[src/rtl/gray_count_arbiter.sv]
// gray_count_arbiter: round-robin burst arbiter that shares one Gray-code counter between two requesters.
module gray_count_arbiter #(
    parameter int WIDTH = 3,
    parameter int LEN_W = 4
) (
    input  logic             clk_i,
    input  logic             rst_i,
    input  logic             clr_i,
    input  logic             req0_i,
    input  logic [LEN_W-1:0] len0_i,
    input  logic             req1_i,
    input  logic [LEN_W-1:0] len1_i,
    output logic             gnt0_o,
    output logic             gnt1_o,
    output logic             busy_o,
    output logic             done_o,
    output logic [WIDTH-1:0] out_o,
    output logic             overflow_o
);
    typedef enum logic [1:0] {IDLE, RUN, DONE} state_t;

    state_t           state_q;
    logic [WIDTH-1:0] bin_q, bin_d, out_q;
    logic [LEN_W-1:0] rem_q, len_d;
    logic             last_q, pick1_d, accept_d;
    logic             gnt0_q, gnt1_q, busy_q, done_q, ovf_q;

    // On a tie, requester 1 wins only if requester 0 was granted last.
    always_comb begin
        accept_d = req0_i | req1_i;
        pick1_d  = req1_i & (~req0_i | ~last_q);
        len_d    = pick1_d ? len1_i : len0_i;
        bin_d    = bin_q + 1'b1;
    end

    always_ff @(posedge clk_i or posedge rst_i) begin
        if (rst_i) begin
            state_q <= IDLE;
            bin_q   <= '0;
            out_q   <= '0;
            rem_q   <= '0;
            last_q  <= 1'b1;
            gnt0_q  <= 1'b0;
            gnt1_q  <= 1'b0;
            busy_q  <= 1'b0;
            done_q  <= 1'b0;
            ovf_q   <= 1'b0;
        end else begin
            done_q <= 1'b0;
            ovf_q  <= 1'b0;
            case (state_q)
                IDLE: begin
                    if (clr_i) begin
                        bin_q <= '0;
                        out_q <= '0;
                    end
                    if (accept_d) begin
                        gnt0_q <= ~pick1_d;
                        gnt1_q <= pick1_d;
                        busy_q <= 1'b1;
                        last_q <= pick1_d;
                        rem_q  <= len_d;
                        if (len_d == '0) begin
                            state_q <= DONE;
                            done_q  <= 1'b1;
                        end else begin
                            state_q <= RUN;
                        end
                    end
                end
                RUN: begin
                    bin_q <= bin_d;
                    out_q <= bin_d ^ (bin_d >> 1);
                    ovf_q <= (bin_d == '0);
                    rem_q <= rem_q - 1'b1;
                    if (rem_q == LEN_W'(1)) begin
                        state_q <= DONE;
                        done_q  <= 1'b1;
                    end
                end
                DONE: begin
                    state_q <= IDLE;
                    gnt0_q  <= 1'b0;
                    gnt1_q  <= 1'b0;
                    busy_q  <= 1'b0;
                end
                default: state_q <= IDLE;
            endcase
        end
    end

    assign gnt0_o     = gnt0_q;
    assign gnt1_o     = gnt1_q;
    assign busy_o     = busy_q;
    assign done_o     = done_q;
    assign out_o      = out_q;
    assign overflow_o = ovf_q;
endmodule

[config.mk]
export PLATFORM = sky130hd
export DESIGN_NAME = gray_count_arbiter
export DESIGN_NICKNAME = d
export VERILOG_FILES = /design/src/rtl/gray_count_arbiter.sv
export SDC_FILE = /design/constraint.sdc
export NUM_CORES = 1
export LEC_CHECK = 0
export ABC_AREA = 1
export CORE_ASPECT_RATIO = 0.75
export CORE_MARGIN = 10
export CORE_UTILIZATION = 44
export CTS_BUF_LIST = sky130_fd_sc_hd__clkbuf_4 sky130_fd_sc_hd__clkbuf_8 sky130_fd_sc_hd__clkbuf_16
export CTS_CLUSTER_DIAMETER = 40
export CTS_CLUSTER_SIZE = 12
export DETAILED_ROUTE_END_ITERATION = 8
export PLACE_DENSITY = 0.81
export SLEW_MARGIN = 20
export SYNTH_ARGS = -nofsm -noshare
export SYNTH_HDL_FRONTEND = slang
export SYNTH_SLANG_ARGS = --single-unit
[constraint.sdc]
create_clock -name clk_i -period 1.6 [get_ports clk_i]
set_clock_uncertainty 0.15 [all_clocks]
set_input_delay 0.24 -clock clk_i [delete_from_list [all_inputs] [get_ports clk_i]]
set_output_delay 0.24 -clock clk_i [all_outputs]
set_load 0.02 [all_outputs]
# == After elaboration in Yosys (flattened, before gate mapping) ==
# Index checks and enable logic that the tools add are counted.
# classes
addsub,2
eq_ne,6
muxes,21
bitwise,7
reduce_logical,10
# op_table
operator,n
case mux 3 bit (2 select lines),2
AND reduction 2 bit,5
two-way mux 4 bit,2
case mux 1 bit (2 select lines),4
case mux 4 bit (2 select lines),1
two-way mux 1 bit,7
two-way mux 2 bit,3
inequality test 2 bit (second input constant),3
equality test 4 x 1 -> 1 bit (second input constant),1
zero test 4 bit,1
case mux 2 bit (2 select lines),1
nonzero test 2 bit,2
subtractor 4 x 1 -> 4 bit (second input constant),1
adder 3 x 1 -> 3 bit (second input constant),1
zero test 3 bit,1
two-way mux 3 bit,1
NOT 1 bit,3
XOR 3 x 2 -> 3 bit,1
equality test 2 x 1 -> 1 bit (second input constant),1
equality test 2 bit (second input constant),1
zero test 2 bit,1
OR 1 bit,2
bitwise AND 1 bit,1
# totals
regBits,18
in_bits,13

# == Longest topological paths before layout ==
# Gate-level depths: netlist of the first run.
# depth
word_depth,8
mapped_depth,8
ltp_nobuf,8

# == Least setup slack after synthesis of the first run ==
# Ideal clock, no wire load.
# synth_timing
path_kind,register -> register
from,register bin_q[0]
to,register bin_q[2]
setup_ns,0.122
arrival_ns,1.128
slack_ns,0.201
stages_incl_launch_ff,4
path_buffers,0
period_less_slack_ns,1.399
cell_sequence,dfrtp_1 > ha_1 > ha_1 > a32o_1
# synth_via
elab_chain_cells,2
# synth_lines
element,line_no,source
from (decl),23,"logic [WIDTH-1:0] bin_q, bin_d, out_q;"
from (signal assigned),72,bin_q <= bin_d;
adder 3 x 1 -> 3 bit,33,bin_d = bin_q + 1'b1;
case mux 3 bit (2 select lines),51,case (state_q)
# No other way between the ends.
# A chain may end at the register's enable or synchronous reset.

# == Final worst setup path of the first run ==
# Same ends and word-level chain as after synthesis.

==> impl_metrics.ini, run 1 <==
[cells_and_area]
fin_nets = 146
fraction_of_layout_cells_with_a_size_suffix_above_1_pct = 9.38
finalInstanceArea_um2 = 1120
syn2layout_area_growth_pct = 30.2
total_inserted_antenna_cells = 0

[detailed_routing]
finalWirelength_mm = 1.96
drc = 0
post_drt_wl_per_cell_um = 13.1
drt-pass1-iter-count = 4
post_drt_via_cell_ratio = 4.95
met1_wire_length_um = 834
drt_first_iter_violations = 27
via_count = 743
antenna_violating_nets_post_route = 0
met2_length_um = 954
maxUsedRoutingLayer = met4
route.met3.wl_um = 161

[pwr]
leakagePower_nw = 0.569
vdd_ir_drop_max_v = 0.000975
powerDensity_nw_per_um2 = 1830

[global_routing]
grt_max_degree = 11
grtUsageTotal_pct = 10.0
grt.overflow.total = 0
grt_antenna_before_repair = 0
first_pass_grt_wire_length_mm = 3.36
first_global_vias = 776

[setup_path]
critical_path.cell_chain = ha_1, ha_1, a32o_1
setup.reg_to_reg.worst_slack_ns = 0.17
timing.critical_path.arrival_ns = 1.48
slowest_stage = sky130_fd_sc_hd__dfrtp_1
end_kind = flop
critical_path.most_common_cell = sky130_fd_sc_hd__ha_1
nature_of_the_critical_path_startpoint = flop
cpPeakStageDelay_ns = 0.42
worst_ep_required_time_ns = 1.65
worstPathMaxFanout = 4
worstSetupPathType = reg2reg

[sta]
rsz0062_at_grt = false
final_report_hold_violation_count = 0
max_slew_margin_pct = 81.2
worst-slew-pin-transition_ns = 0.282
timing.final.ws_setup_ns = 0.167
timing.final.max_slew_violations = 0
final.period_utilization_pct = 89.6
finalCriticalPeriod_ns = 1.43
max_freq_ghz = 0.698
finalSetupViolCount = 0

[job]
timing.max_cap.violations = 0

[clocking]
cts_root_buffer = sky130_fd_sc_hd__clkbuf_4
clk_pin_slew_ns = 0.10
max-clock-path-buffers = 2
number_of_clock_sinks = 17
clock_tree_from_tritoncts = yes
worst_skew_pair.late_latency_ns = 0.30
tritoncts.num_buffers = 3
cts_max_level = 1
cts_hold_repair.buffers = 0

[place]
dp_slack_ns = -0.0270
routability_driven_placement_congestion_ratio = 0.861
placedInstanceArea_um2 = 1100
detailed_place_hpwl_mm = 1.59
number_of_buffer_cells_added_on_primary_ports = 20

[synthesis]
synth_enable_flop_cells = 0
synthCells = 102
synthMostInstantiatedCell = sky130_fd_sc_hd__nand2_1
netlist-cell-type-count = 20
synthDominantCellAreaShare_pct = 46.5
netlist_top_cells_count = sky130_fd_sc_hd__nand2_1 (32), sky130_fd_sc_hd__dfrtp_1 (16), sky130_fd_sc_hd__inv_1 (12)
synth_ff_type = sky130_fd_sc_hd__dfrtp_1
synth_register_bits = 17
synth.avg_cell_area_um2 = 8.44
ys_warn_count = 0
synthTopCellsByArea = sky130_fd_sc_hd__dfrtp_1 (47%), sky130_fd_sc_hd__nand2_1 (14%), sky130_fd_sc_hd__ha_1 (5.8%)
netlist.top_cell.by_area = sky130_fd_sc_hd__dfrtp_1
synth_nets = 119
synth_seq_area_share_pct = 49.6
synth.cell_area_um2 = 861
synthArstFlopShare_pct = 100

[floorplan]
die_h_um = 58.3
core_area_um2 = 1790
full_die_area_um2 = 4140
dieWidth_um = 71.1
core.rowCount = 13
initial_core_util_pct = 48.1
design.portCount = 21

[hold_path]
min_path_type = in2async

[outcome]
status = finished, final reports clean
where the power goes:
group	internal (mW)	switching, mW	leakage [nW]
logic	0.429	0.614	0.343
registers	0.640	0.139	0.208
clock network	0.0931	0.136	0.0177
total	1.16	0.889	0.569
state kept, by name (all words and copies together), names as in the netlist:
signal      cells
gnt0_o          1
rem_q           4
last_q          1
gnt1_o          1
busy_o          1
done_o          1
state_q         2
bin_q           3
overflow_o      1
out_o           2
timing repair:
| item | 4_1_cts | 5_1_grt |
|---|---|---|
| buffers inserted | 0 | 0 |
| gates resized for setup | 8 | 0 |
| setup endpoints to repair | 8 | 0 |
placed cells by master (no fill, tap or decap), types with 4 or more instances in the layout:
cell type,count
sky130_fd_sc_hd__nor2_1,8
sky130_fd_sc_hd__dlygate4sd2_1,8
sky130_fd_sc_hd__o21ai_0,7
sky130_fd_sc_hd__clkdlybuf4s50_1,12
sky130_fd_sc_hd__nand3_1,5
sky130_fd_sc_hd__o211ai_1,4
sky130_fd_sc_hd__dfrtp_1,16
sky130_fd_sc_hd__nand2_1,32
sky130_fd_sc_hd__ha_1,4
sky130_fd_sc_hd__inv_1,12
cell families after synthesis:
| group | synth area share [%] |
|---|---|
| buffers and inverters | 6.54 |
| adder cells (fa/ha/maj) | 5.81 |
| XOR/XNOR | 2.04 |
| AO/OA/AOI/OAI | 11.8 |
| AND/OR/NAND/NOR | 24.3 |
| flip-flops | 49.6 |
metrics by stage:
stage / utilization, % / power, mW / hold slack (ns) / TNS [ns] / instances
after floorplan: - / 1.51 / 0.0153 / 0 / 102
after global placement: 61.7 / 1.84 / 0.303 / -0.0327 / 146
after detailed placement: 61.7 / 1.89 / 0.306 / -0.114 / 146
after CTS: 62.7 / 2.07 / 0.0366 / 0 / 150
after global routing: 62.7 / 2.26 / 0.0475 / 0 / 150
final: 62.7 / 2.05 / 0.0216 / 0 / 150
cell type report:
class                   instances  area (um^2)
repair buffers                 23          213
fillers                       171          668
inverters                      13         48.8
well taps                      22         27.5
clock inverters                 1         5.00
multi-input cells              71          378
clock buffers                   3         22.5
flip-flops and latches         17          427
critical path, delay by kind of cell (launching register included):
kind / cells / cell delay, ns
fa+ha+maj: 2 / 0.51
compound gates: 1 / 0.27
flops: 1 / 0.42
per-layer routing:
layer / vias up / global-route usage [%]
li1: 379 / -
met1: 344 / 10.6
met2: 18 / 17.5
met3: 2 / 5.03
met4: 0 / 2.48
met5: - / 0
worst paths after layout:
| check | cells after the start | to | from |
|---|---|---|---|
| worst min register to register | 2 | last_q | last_q |
| min in group clk_i | 2 | last_q | last_q |
| max in group asynchronous | 3 | rem_q[3] | rst_i |
| worst max register to register | 3 | bin_q[2] | bin_q[0] |
| worst min-delay path | 2 | state_q[1] | rst_i |
| worst max-delay path | 3 | bin_q[2] | bin_q[0] |
Note: power is estimated with default switching activity, not from simulation.
==> run 2, diff against run 1 <==
--- a/config.mk
+++ b/config.mk
@@ -6,7 +6,7 @@
 export NUM_CORES = 1
 export LEC_CHECK = 0
 export ABC_AREA = 1
-export CORE_ASPECT_RATIO = 0.75
+export CORE_ASPECT_RATIO = 1.2
 export CORE_MARGIN = 10
 export CORE_UTILIZATION = 44
 export CTS_BUF_LIST = sky130_fd_sc_hd__clkbuf_4 sky130_fd_sc_hd__clkbuf_8 sky130_fd_sc_hd__clkbuf_16
==> run 2 against run 1 <==
Against the previous run: worst hold slack lost 0.0073 ns; non-clock buffer count shrank 1; clock power grew 3%; cell count shrank 2.7%; critical path depth is the same; worst setup slack lost 0.044 ns; via count shrank 1.1%; die area shrank 0.27%; sequential cell count is the same; routed wire length shrank 8.3%; sequential share of layout area grew 0.30 points; cell area shrank 0.78%; largest power group unchanged.
==> impl_metrics.ini, run 2 (synthesis results as in run 1) <==
[setup_path]
critical_path.cell_chain = ha_1, ha_1, a32o_1
crit_path_start = bin_q[0]
kind_of_cell_adding_the_most_delay_to_the_critical_path = adder cells
rr_startpoint = bin_q[0]
end_kind = flop
worstSetupPathType = reg2reg
timing.critical_path.arrival_ns = 1.50
critical_path_depth = 3
nature_of_the_critical_path_startpoint = flop
critical_path.most_common_cell = sky130_fd_sc_hd__ha_1
cpPeakStageDelay_ns = 0.42
timing.critical_path.buf_inv = 0
setup.reg_to_reg.worst_slack_ns = 0.12
worst_ep_required_time_ns = 1.63
timing.reg2reg.worst_path_depth = 3
worstPathMaxFanout = 4
slowest_stage = sky130_fd_sc_hd__dfrtp_1

[outcome]
status = finished, final reports clean

[global_routing]
grt.overflow.total = 0
grt_antenna_before_repair = 0
grt_max_degree = 13
grtUsageTotal_pct = 9.78
first_pass_grt_wire_length_mm = 3.14
first_global_vias = 755

[sta]
finalCriticalPeriod_ns = 1.48
rsz0062_at_grt = false
timing.final.max_slew_violations = 0
final.period_utilization_pct = 92.3
finalSetupViolCount = 0
max_slew_margin_pct = 64.6
worst-slew-pin-transition_ns = 0.525
max_freq_ghz = 0.677
final_report_hold_violation_count = 0

[detailed_routing]
drc = 0
finalWirelength_mm = 1.80
drt-pass1-iter-count = 4
post_drt_via_cell_ratio = 5.03
post_drt_wl_per_cell_um = 12.3
antenna_violating_nets_post_route = 0
via_count = 735
drt_first_iter_violations = 11

[place]
placedInstanceArea_um2 = 1090
routability_driven_placement_congestion_ratio = 0.764
number_of_buffer_cells_added_on_primary_ports = 20
detailed_place_hpwl_mm = 1.53

[pwr]
vdd_ir_drop_max_v = 0.00107
leakagePower_nw = 0.565
powerDensity_nw_per_um2 = 1820
fin_total_pwr_mw = 2.02

[cells_and_area]
final_cell_mix = sky130_fd_sc_hd__nand2_1 (32), sky130_fd_sc_hd__dfrtp_1 (16), sky130_fd_sc_hd__inv_1 (12), sky130_fd_sc_hd__clkdlybuf4s50_1 (12)
nFillCells = 183
registers.top_by_ff_count = rem_q
finalInstanceArea_um2 = 1110
most_common_library_cell_in_the_layout_ignoring_fill_and_taps = sky130_fd_sc_hd__nand2_1
total_inserted_antenna_cells = 0
fin_nets = 145
fraction_of_layout_cells_with_a_size_suffix_above_1_pct = 8.66
biggestRegsByFlops = rem_q x4, bin_q x3
syn2layout_area_growth_pct = 29.2
flip_flop_count_of_the_largest_register_all_copies_and_words_added = 4
footprint_of_the_flip_flops_and_latches_um2 = 427
footprint_of_the_multi_input_gates_um2 = 378

[clocking]
worst_skew_pair.late_latency_ns = 0.29
number_of_clock_sinks = 17
clk_pin_slew_ns = 0.09
postCtsSetupBuffers = 0
max-clock-path-buffers = 2
clock_tree_from_tritoncts = yes
cts_max_level = 1
tritoncts.num_buffers = 3
cts_hold_repair.buffers = 0
cts_root_buffer = sky130_fd_sc_hd__clkbuf_4

[floorplan]
core.rowCount = 17
dieWidth_um = 60.4
core_area_um2 = 1850
design.portCount = 21
die_h_um = 68.5
initial_core_util_pct = 46.5
full_die_area_um2 = 4130

[job]
timing.max_cap.violations = 0

[hold_path]
min_path_type = in2async
[run 2: cell count changes in the layout (fill, tap and decap cells not counted)]
cell and change:
sky130_fd_sc_hd__buf_4 -1, sky130_fd_sc_hd__clkinv_2 -1, sky130_fd_sc_hd__clkbuf_4 +1
[run 2: final timing paths]
check	endpoint
worst min-delay path	done_o
worst min register to register	last_q
worst max-delay path	bin_q[2]
min in group clk_i	last_q
max in group asynchronous	state_q[1]
worst max register to register	bin_q[2]
[run 2: metal layers]
layer | global-route usage, % | vias to the layer above | part of all wire [%]
met1 | 9.99 | 333 | 40
met2 | 16.9 | 26 | 50
li1 | - | 374 | -
met4 | 6.74 | 0 | 1.5
met5 | 0 | - | 0
met3 | 2.59 | 2 | 8.4
[run 2: cell type report]
type,instances,share of cell area [%]
Sequential cell,17,38.4
Multi-Input combinational cell,71,34.0
Timing Repair Buffer,22,18.4
Inverter,13,4.39
Clock buffer,4,2.70
Tap cell,19,2.14
[run 2: report_power, final]
| group | internal [mW] | switching, mW | leakage (nW) | total [mW] |
|---|---|---|---|---|
| clock network | 0.114 | 0.123 | 0.0184 | 0.237 |
| logic | 0.414 | 0.591 | 0.338 | 1.01 |
| registers | 0.640 | 0.139 | 0.208 | 0.778 |
| total | 1.17 | 0.853 | 0.565 | 2.02 |
[run 2: per-stage QoR]
stage | TNS [ns] | hold WS (ns) | util [%] | worst slack, ns | cells
finish | 0 | 0.0143 | 60.1 | 0.123 | 146
global route | 0 | 0.0198 | 60.1 | 0.0378 | 146
floorplan | 0 | 0.0153 | - | 0.201 | 102
global placement | -0.0166 | 0.308 | 59.0 | -0.0165 | 142
detailed placement | -0.109 | 0.309 | 59.0 | -0.0485 | 142
CTS | 0 | 0.0131 | 60.1 | 0.111 | 146
[run 2: worst register-to-register path, delay by kind of cell (launching register included)]
kind / cells / cell delay (ns)
adder cells (fa/ha/maj): 2 / 0.53
flip-flops: 1 / 0.42
AO/OA/AOI/OAI: 1 / 0.27
[run 2: timing repair]
action                                 CTS  global route
gates resized for setup                  8             0
endpoints found under the hold margin    0             0
setup endpoints to repair                8             0
